$ cat src/rtl/memory_arbiter_pkg.sv
// Shared types for the memory arbiter.
//   XLEN / STRB      : data/address width and byte-enable width
//   arb_state_e      : arbiter FSM state encoding
//   pend_entry_t     : one buffered request {valid, addr, wdata, wstrb}
//   PEND_INIT        : empty pending entry
package memory_arbiter_pkg;

   localparam int XLEN = 32;
   localparam int STRB = XLEN / 8;

   typedef enum logic [1:0] {
      ARB_IDLE  = 2'd0,
      ARB_IBUSY = 2'd1,
      ARB_DBUSY = 2'd2
   } arb_state_e;

   typedef struct packed {
      logic            valid;
      logic [XLEN-1:0] addr;
      logic [XLEN-1:0] wdata;
      logic [STRB-1:0] wstrb;
   } pend_entry_t;

   localparam pend_entry_t PEND_INIT = '{valid: 1'b0, addr: '0, wdata: '0, wstrb: '0};

endpackage

$ cat src/rtl/memory_arbiter_pending_buffer.sv
// One-entry pending request register.
//   clock, reset          : rising-edge clock, synchronous active-high reset
//   capture_i             : load addr_i/wdata_i/wstrb_i (overwrites any held entry)
//   clear_i               : drop the held entry (capture wins if both are set)
//   addr_i/wdata_i/wstrb_i: request fields to capture
//   entry_o               : held entry, valid flag included
module arbiter_pending_buffer
   import memory_arbiter_pkg::*;
(
   input  logic            clock,
   input  logic            reset,
   input  logic            capture_i,
   input  logic            clear_i,
   input  logic [XLEN-1:0] addr_i,
   input  logic [XLEN-1:0] wdata_i,
   input  logic [STRB-1:0] wstrb_i,
   output pend_entry_t     entry_o
);

   pend_entry_t entry_q;

   // A new request arriving in the same cycle the old entry is granted must
   // survive, so capture takes priority over clear.
   always_ff @(posedge clock) begin
      if (reset) begin
         entry_q <= PEND_INIT;
      end else if (capture_i) begin
         entry_q <= '{valid: 1'b1, addr: addr_i, wdata: wdata_i, wstrb: wstrb_i};
      end else if (clear_i) begin
         entry_q <= PEND_INIT;
      end
   end

   assign entry_o = entry_q;

endmodule

$ cat src/rtl/memory_arbiter.sv
// Shares one memory bus port between instruction fetch (i_*) and load/store (d_*).
// One bus transaction outstanding at a time; one pending request buffered per side.
//   clock, reset                    : rising-edge clock, synchronous active-high reset
//   i_valid/i_addr                  : fetch request pulse and address
//   i_ready/i_error/i_rdata         : fetch response pulse, fault, data
//   d_valid/d_addr/d_wdata/d_wstrb  : load/store request pulse (wstrb 0 = load)
//   d_ready/d_error/d_rdata         : data response pulse, fault, data
//   m_valid/m_instr/m_addr/m_wdata/m_wstrb : bus request pulse and fields
//   m_ready/m_error/m_rdata         : bus response pulse, fault, data
//
// state | meaning
// IDLE  | no bus transaction outstanding; grant happens here
// IBUSY | fetch outstanding on the bus, waiting for m_ready
// DBUSY | load/store outstanding on the bus, waiting for m_ready
module memory_arbiter
   import memory_arbiter_pkg::*;
(
   input  logic            clock,
   input  logic            reset,
   input  logic            i_valid,
   input  logic [XLEN-1:0] i_addr,
   output logic            i_ready,
   output logic            i_error,
   output logic [XLEN-1:0] i_rdata,
   input  logic            d_valid,
   input  logic [XLEN-1:0] d_addr,
   input  logic [XLEN-1:0] d_wdata,
   input  logic [STRB-1:0] d_wstrb,
   output logic            d_ready,
   output logic            d_error,
   output logic [XLEN-1:0] d_rdata,
   output logic            m_valid,
   output logic            m_instr,
   output logic [XLEN-1:0] m_addr,
   output logic [XLEN-1:0] m_wdata,
   output logic [STRB-1:0] m_wstrb,
   input  logic            m_ready,
   input  logic            m_error,
   input  logic [XLEN-1:0] m_rdata
);

   arb_state_e  state_q, state_d;
   pend_entry_t i_pend, d_pend;

   logic idle;
   logic i_cand, d_cand;
   logic grant_i, grant_d;
   logic i_capture, i_clear, d_capture, d_clear;
   logic i_resp, d_resp;

   arbiter_pending_buffer u_i_pend (
      .clock     (clock),
      .reset     (reset),
      .capture_i (i_capture),
      .clear_i   (i_clear),
      .addr_i    (i_addr),
      .wdata_i   ('0),
      .wstrb_i   ('0),
      .entry_o   (i_pend)
   );

   arbiter_pending_buffer u_d_pend (
      .clock     (clock),
      .reset     (reset),
      .capture_i (d_capture),
      .clear_i   (d_clear),
      .addr_i    (d_addr),
      .wdata_i   (d_wdata),
      .wstrb_i   (d_wstrb),
      .entry_o   (d_pend)
   );

   // Outputs are gated by reset so a request or response seen in the reset
   // cycle never escapes; the in-flight transaction is simply forgotten.
   always_comb begin
      idle    = (state_q == ARB_IDLE);
      d_cand  = d_pend.valid | d_valid;
      i_cand  = i_pend.valid | i_valid;
      grant_d = ~reset & idle & d_cand;
      grant_i = ~reset & idle & ~d_cand & i_cand;

      // A new pulse is buffered unless it is the exact request being granted;
      // a held entry always beats a new pulse on the same side.
      d_capture = d_valid & ~(grant_d & ~d_pend.valid);
      i_capture = i_valid & ~(grant_i & ~i_pend.valid);
      d_clear   = grant_d & d_pend.valid;
      i_clear   = grant_i & i_pend.valid;

      i_resp = ~reset & (state_q == ARB_IBUSY) & m_ready;
      d_resp = ~reset & (state_q == ARB_DBUSY) & m_ready;
   end

   always_comb begin
      state_d = state_q;
      case (state_q)
         ARB_IDLE: begin
            if (grant_d) begin
               state_d = ARB_DBUSY;
            end else if (grant_i) begin
               state_d = ARB_IBUSY;
            end
         end
         ARB_IBUSY: if (m_ready) state_d = ARB_IDLE;
         ARB_DBUSY: if (m_ready) state_d = ARB_IDLE;
         default:   state_d = ARB_IDLE;
      endcase
   end

   always_ff @(posedge clock) begin
      if (reset) begin
         state_q <= ARB_IDLE;
      end else begin
         state_q <= state_d;
      end
   end

   always_comb begin
      m_valid = grant_d | grant_i;
      m_instr = grant_i;
      m_addr  = '0;
      m_wdata = '0;
      m_wstrb = '0;
      if (grant_d) begin
         m_addr  = d_pend.valid ? d_pend.addr  : d_addr;
         m_wdata = d_pend.valid ? d_pend.wdata : d_wdata;
         m_wstrb = d_pend.valid ? d_pend.wstrb : d_wstrb;
      end else if (grant_i) begin
         m_addr  = i_pend.valid ? i_pend.addr  : i_addr;
         m_wdata = i_pend.valid ? i_pend.wdata : '0;
         m_wstrb = i_pend.valid ? i_pend.wstrb : '0;
      end
   end

   always_comb begin
      i_ready = i_resp;
      i_error = i_resp & m_error;
      i_rdata = i_resp ? m_rdata : '0;
      d_ready = d_resp;
      d_error = d_resp & m_error;
      d_rdata = d_resp ? m_rdata : '0;
   end

endmodule

$ cat config.mk
export PLATFORM = sky130hd
export DESIGN_NAME = memory_arbiter
export DESIGN_NICKNAME = d
export VERILOG_FILES = /design/src/rtl/memory_arbiter_pkg.sv /design/src/rtl/memory_arbiter_pending_buffer.sv /design/src/rtl/memory_arbiter.sv
export SDC_FILE = /design/constraint.sdc
export NUM_CORES = 1
export LEC_CHECK = 0
export CAP_MARGIN = 15
export CORE_ASPECT_RATIO = 1.5
export CORE_UTILIZATION = 43
export DETAILED_ROUTE_END_ITERATION = 10
export PLACE_DENSITY = 0.88
export RECOVER_POWER = 25
export SYNTH_ARGS = -nofsm -noshare
export SYNTH_HDL_FRONTEND = slang
export SYNTH_SLANG_ARGS = --single-unit
$ cat constraint.sdc
create_clock -name clock -period 4.4 [get_ports clock]
set_input_delay 0.88 -clock clock [delete_from_list [all_inputs] [get_ports clock]]
set_output_delay 0.88 -clock clock [all_outputs]
set_load 0.03 [all_outputs]
==> impl_metrics.yaml <==
route:
  vias: 5200
  drt-vias-per-instance: 5.57
  antenna_left: 0
  wl_per_cell_um: 18.3
  first_pass_iters: 4
  dr.first_iter.drc_count: 183
  drc: 0
  wl_mm: 17.1
cts:
  cts_root_buf: "clkbuf_16"
  cts_buffer_depth: 2
  cts_tree: "yes"
  insertion_delay_ns: 0.35
  htreeDepth: 3
  path_clk_slew_ns: 0.07
  numCtsBuffers: 9
  cts_setup_buffers: 0
  cts.sinks: 104
  postCtsHoldBufs: 0
  cts_resized: 0
synthesis:
  yosysUniqueCellTypes: 28
  synthAdderAreaFrac_pct: 0.716
  synth_edf_count: 0
  synth-main-ff-cell: "dfxtp_1"
  yosys.area_share.simple_pct: 12.4
  synth_area_leader_cell: "dfxtp_1"
  syn_area_um2: 5240
  ys_seq_area_share_pct: 39.7
  synth_top_area_share_pct: 39.7
  yosysMostFrequentCell: "dfxtp_1"
  syn-num-nets: 671
  synth_compound_area_share_pct: 23.0
  synthTopCellsByArea: "dfxtp_1 40%, mux2i_1 19%, a22o_1 17%"
  synth_xor_area_share_pct: 0
  synth_top_family_by_area: "compound AO/OA/AOI/OAI gates"
  yosys_warnings: 0
  ys_ff_latch: 104
  synth-async-reset-ratio_pct: 0
  netlist_top_cells_count: "104 x dfxtp_1, 100 x a22o_1, 100 x mux2i_1, 66 x and2_1, 38 x nor2_1"
  postSynthCellCount: 530
  syn_avg_cell_area_um2: 9.89
  muxShareOfSynthArea_pct: 19.1
run_status:
  violations: "max-capacitance violations, max-slew violations"
  outcome: "finished with violations"
grt:
  grt_max_degree: 47
  grt_first_pass_wirelength_mm: 26.4
  groute.usage.overall_pct: 26.6
  grt-ovfl-total: 0
  grt_pass1_vias: 5277
  antenna_found_initial: 1
place:
  dpl.cell_count: 917
  gp_congestion: 0.893
  portBuffers: 275
  placed_cell_area_um2: 8000
  dp_hpwl_mm: 12.2
sta:
  max_freq_mhz: 238
  rsz0062_at_grt: "false"
  hold_violations: 0
  post-route-min-period_ns: 4.20
  period_share_pct: 95.5
  slew_viol_final: 47
  setup_violations: 0
  finClkSkew_ns: 0.0159
  slew_headroom_pct: -37.4
  tns_ns: 0
  tightestPinTransition_ns: 2.06
cells_and_area:
  final_nets: 916
  syn2layout_area_growth_pct: 58.2
  instances_no_fill: 934
  design_area_um2: 8300
  drive_above_1_share_pct: 9.62
die:
  ios: 276
  start_util_pct: 43.9
  fp.dieArea_um2: 12600
  fp-row-count: 49
  die_y_um: 137
  die_x_um: 92.2
  coreArea_um2: 12000
worst_setup_path:
  worstPathArrival_ns: 3.32
  start_kind: "primary input"
  critPathMaxFanout: 41
  worstPathRequired_ns: 3.52
  critPathKind: "in -> out"
  critPathCaptureType: "output pin"
run:
  drv_cap: 1
power:
  ir_drop_v: 0.000244
  p_leak_nw: 3.22
  powerDensity_nw_per_um2: 450
hold_path:
  hp-class: "reg -> reg"
==> metrics by stage <==
stage	total power, mW	hold WS (ns)	setup slack [ns]	util (%)
after detailed placement	2.91	0.464	0.175	66.9
after CTS	3.76	0.485	0.163	69.5
after floorplan	2.29	0.449	1.10	-
final	3.73	0.479	0.196	69.4
after global placement	2.85	0.460	0.290	66.9
after global routing	3.92	0.497	0.0474	69.4
==> placed cells by master, fill, tap and decap left out, types with 7 or more instances in the layout <==
| master | count |
|---|---|
| inv_1 | 7 |
| and2_1 | 66 |
| o22ai_2 | 8 |
| o22ai_1 | 24 |
| a22o_1 | 100 |
| dfxtp_1 | 102 |
| nor2_1 | 38 |
| mux2i_1 | 100 |
| buf_4 | 46 |
| clkbuf_16 | 9 |
| clkdlybuf4s50_1 | 238 |
==> state kept, by name, summed over array words and instances, names as in the netlist <==
| name | flops |
|---|---|
| state_q | 2 |
| u_d_pend.entry_o | 69 |
| u_i_pend.entry_o | 33 |
==> path summary, 6_finish.rpt <==
path / startpoint / endpoint / slack, ns / cells after the start
worst max-delay path: d_valid / m_wdata[12] / 0.20 / 5
worst min-delay path: u_d_pend.entry_o[66]$_SDFFE_PP0P_ / u_d_pend.entry_o[66]$_SDFFE_PP0P_ / 0.48 / 1
worst max register to register: state_q[1]$_SDFFE_PP0P_ / u_d_pend.entry_o[4]$_SDFFE_PP0P_ / 1.30 / 6
worst min register to register: u_d_pend.entry_o[66]$_SDFFE_PP0P_ / u_d_pend.entry_o[66]$_SDFFE_PP0P_ / 0.48 / 1
==> metal layers <==
metal  vias up  part of all wire, %  track usage, %  wire, µm
li1       2444                    -               -         -
met1      2487                   40            30.2      6810
met2       230                   50            47.3      8580
met3        39                  6.2            5.96      1070
met4         0                  3.5            12.1       603
met5         -                    0               0         0
==> area by class of cell <==
| class | instances | area, µm² |
|---|---|---|
| well taps | 153 | 191 |
| clock inverters | 7 | 92.6 |
| fillers | 918 | 3660 |
| multi-input cells | 365 | 2920 |
| clock buffers | 9 | 225 |
| diodes | 1 | 2.50 |
| inverters | 7 | 26.3 |
| flip-flops and latches | 104 | 2090 |
| repair buffers | 288 | 2750 |
==> cell families (layout without fill, tap and decap cells) <==
family	Yosys count	count (layout)
simple gates	120	120
mux	100	100
other cells	0	1
buf+inv	61	311
compound gates	142	142
fa+ha+maj	3	3
flops	104	104
==> critical path, cell delays in order <==
cell             delay [ns]
clkdlybuf4s50_1        0.57
nor2_1                 0.13
or3_2                  0.80
nor2_1                 0.23
clkdlybuf4s50_1        0.69
==> power breakdown <==
part	switching (mW)	internal [mW]
sequential	0.130	1.12
clock	0.392	0.458
combinational	0.915	0.717
total	1.44	2.29
No activity file was read; power rests on OpenSTA's default activity.
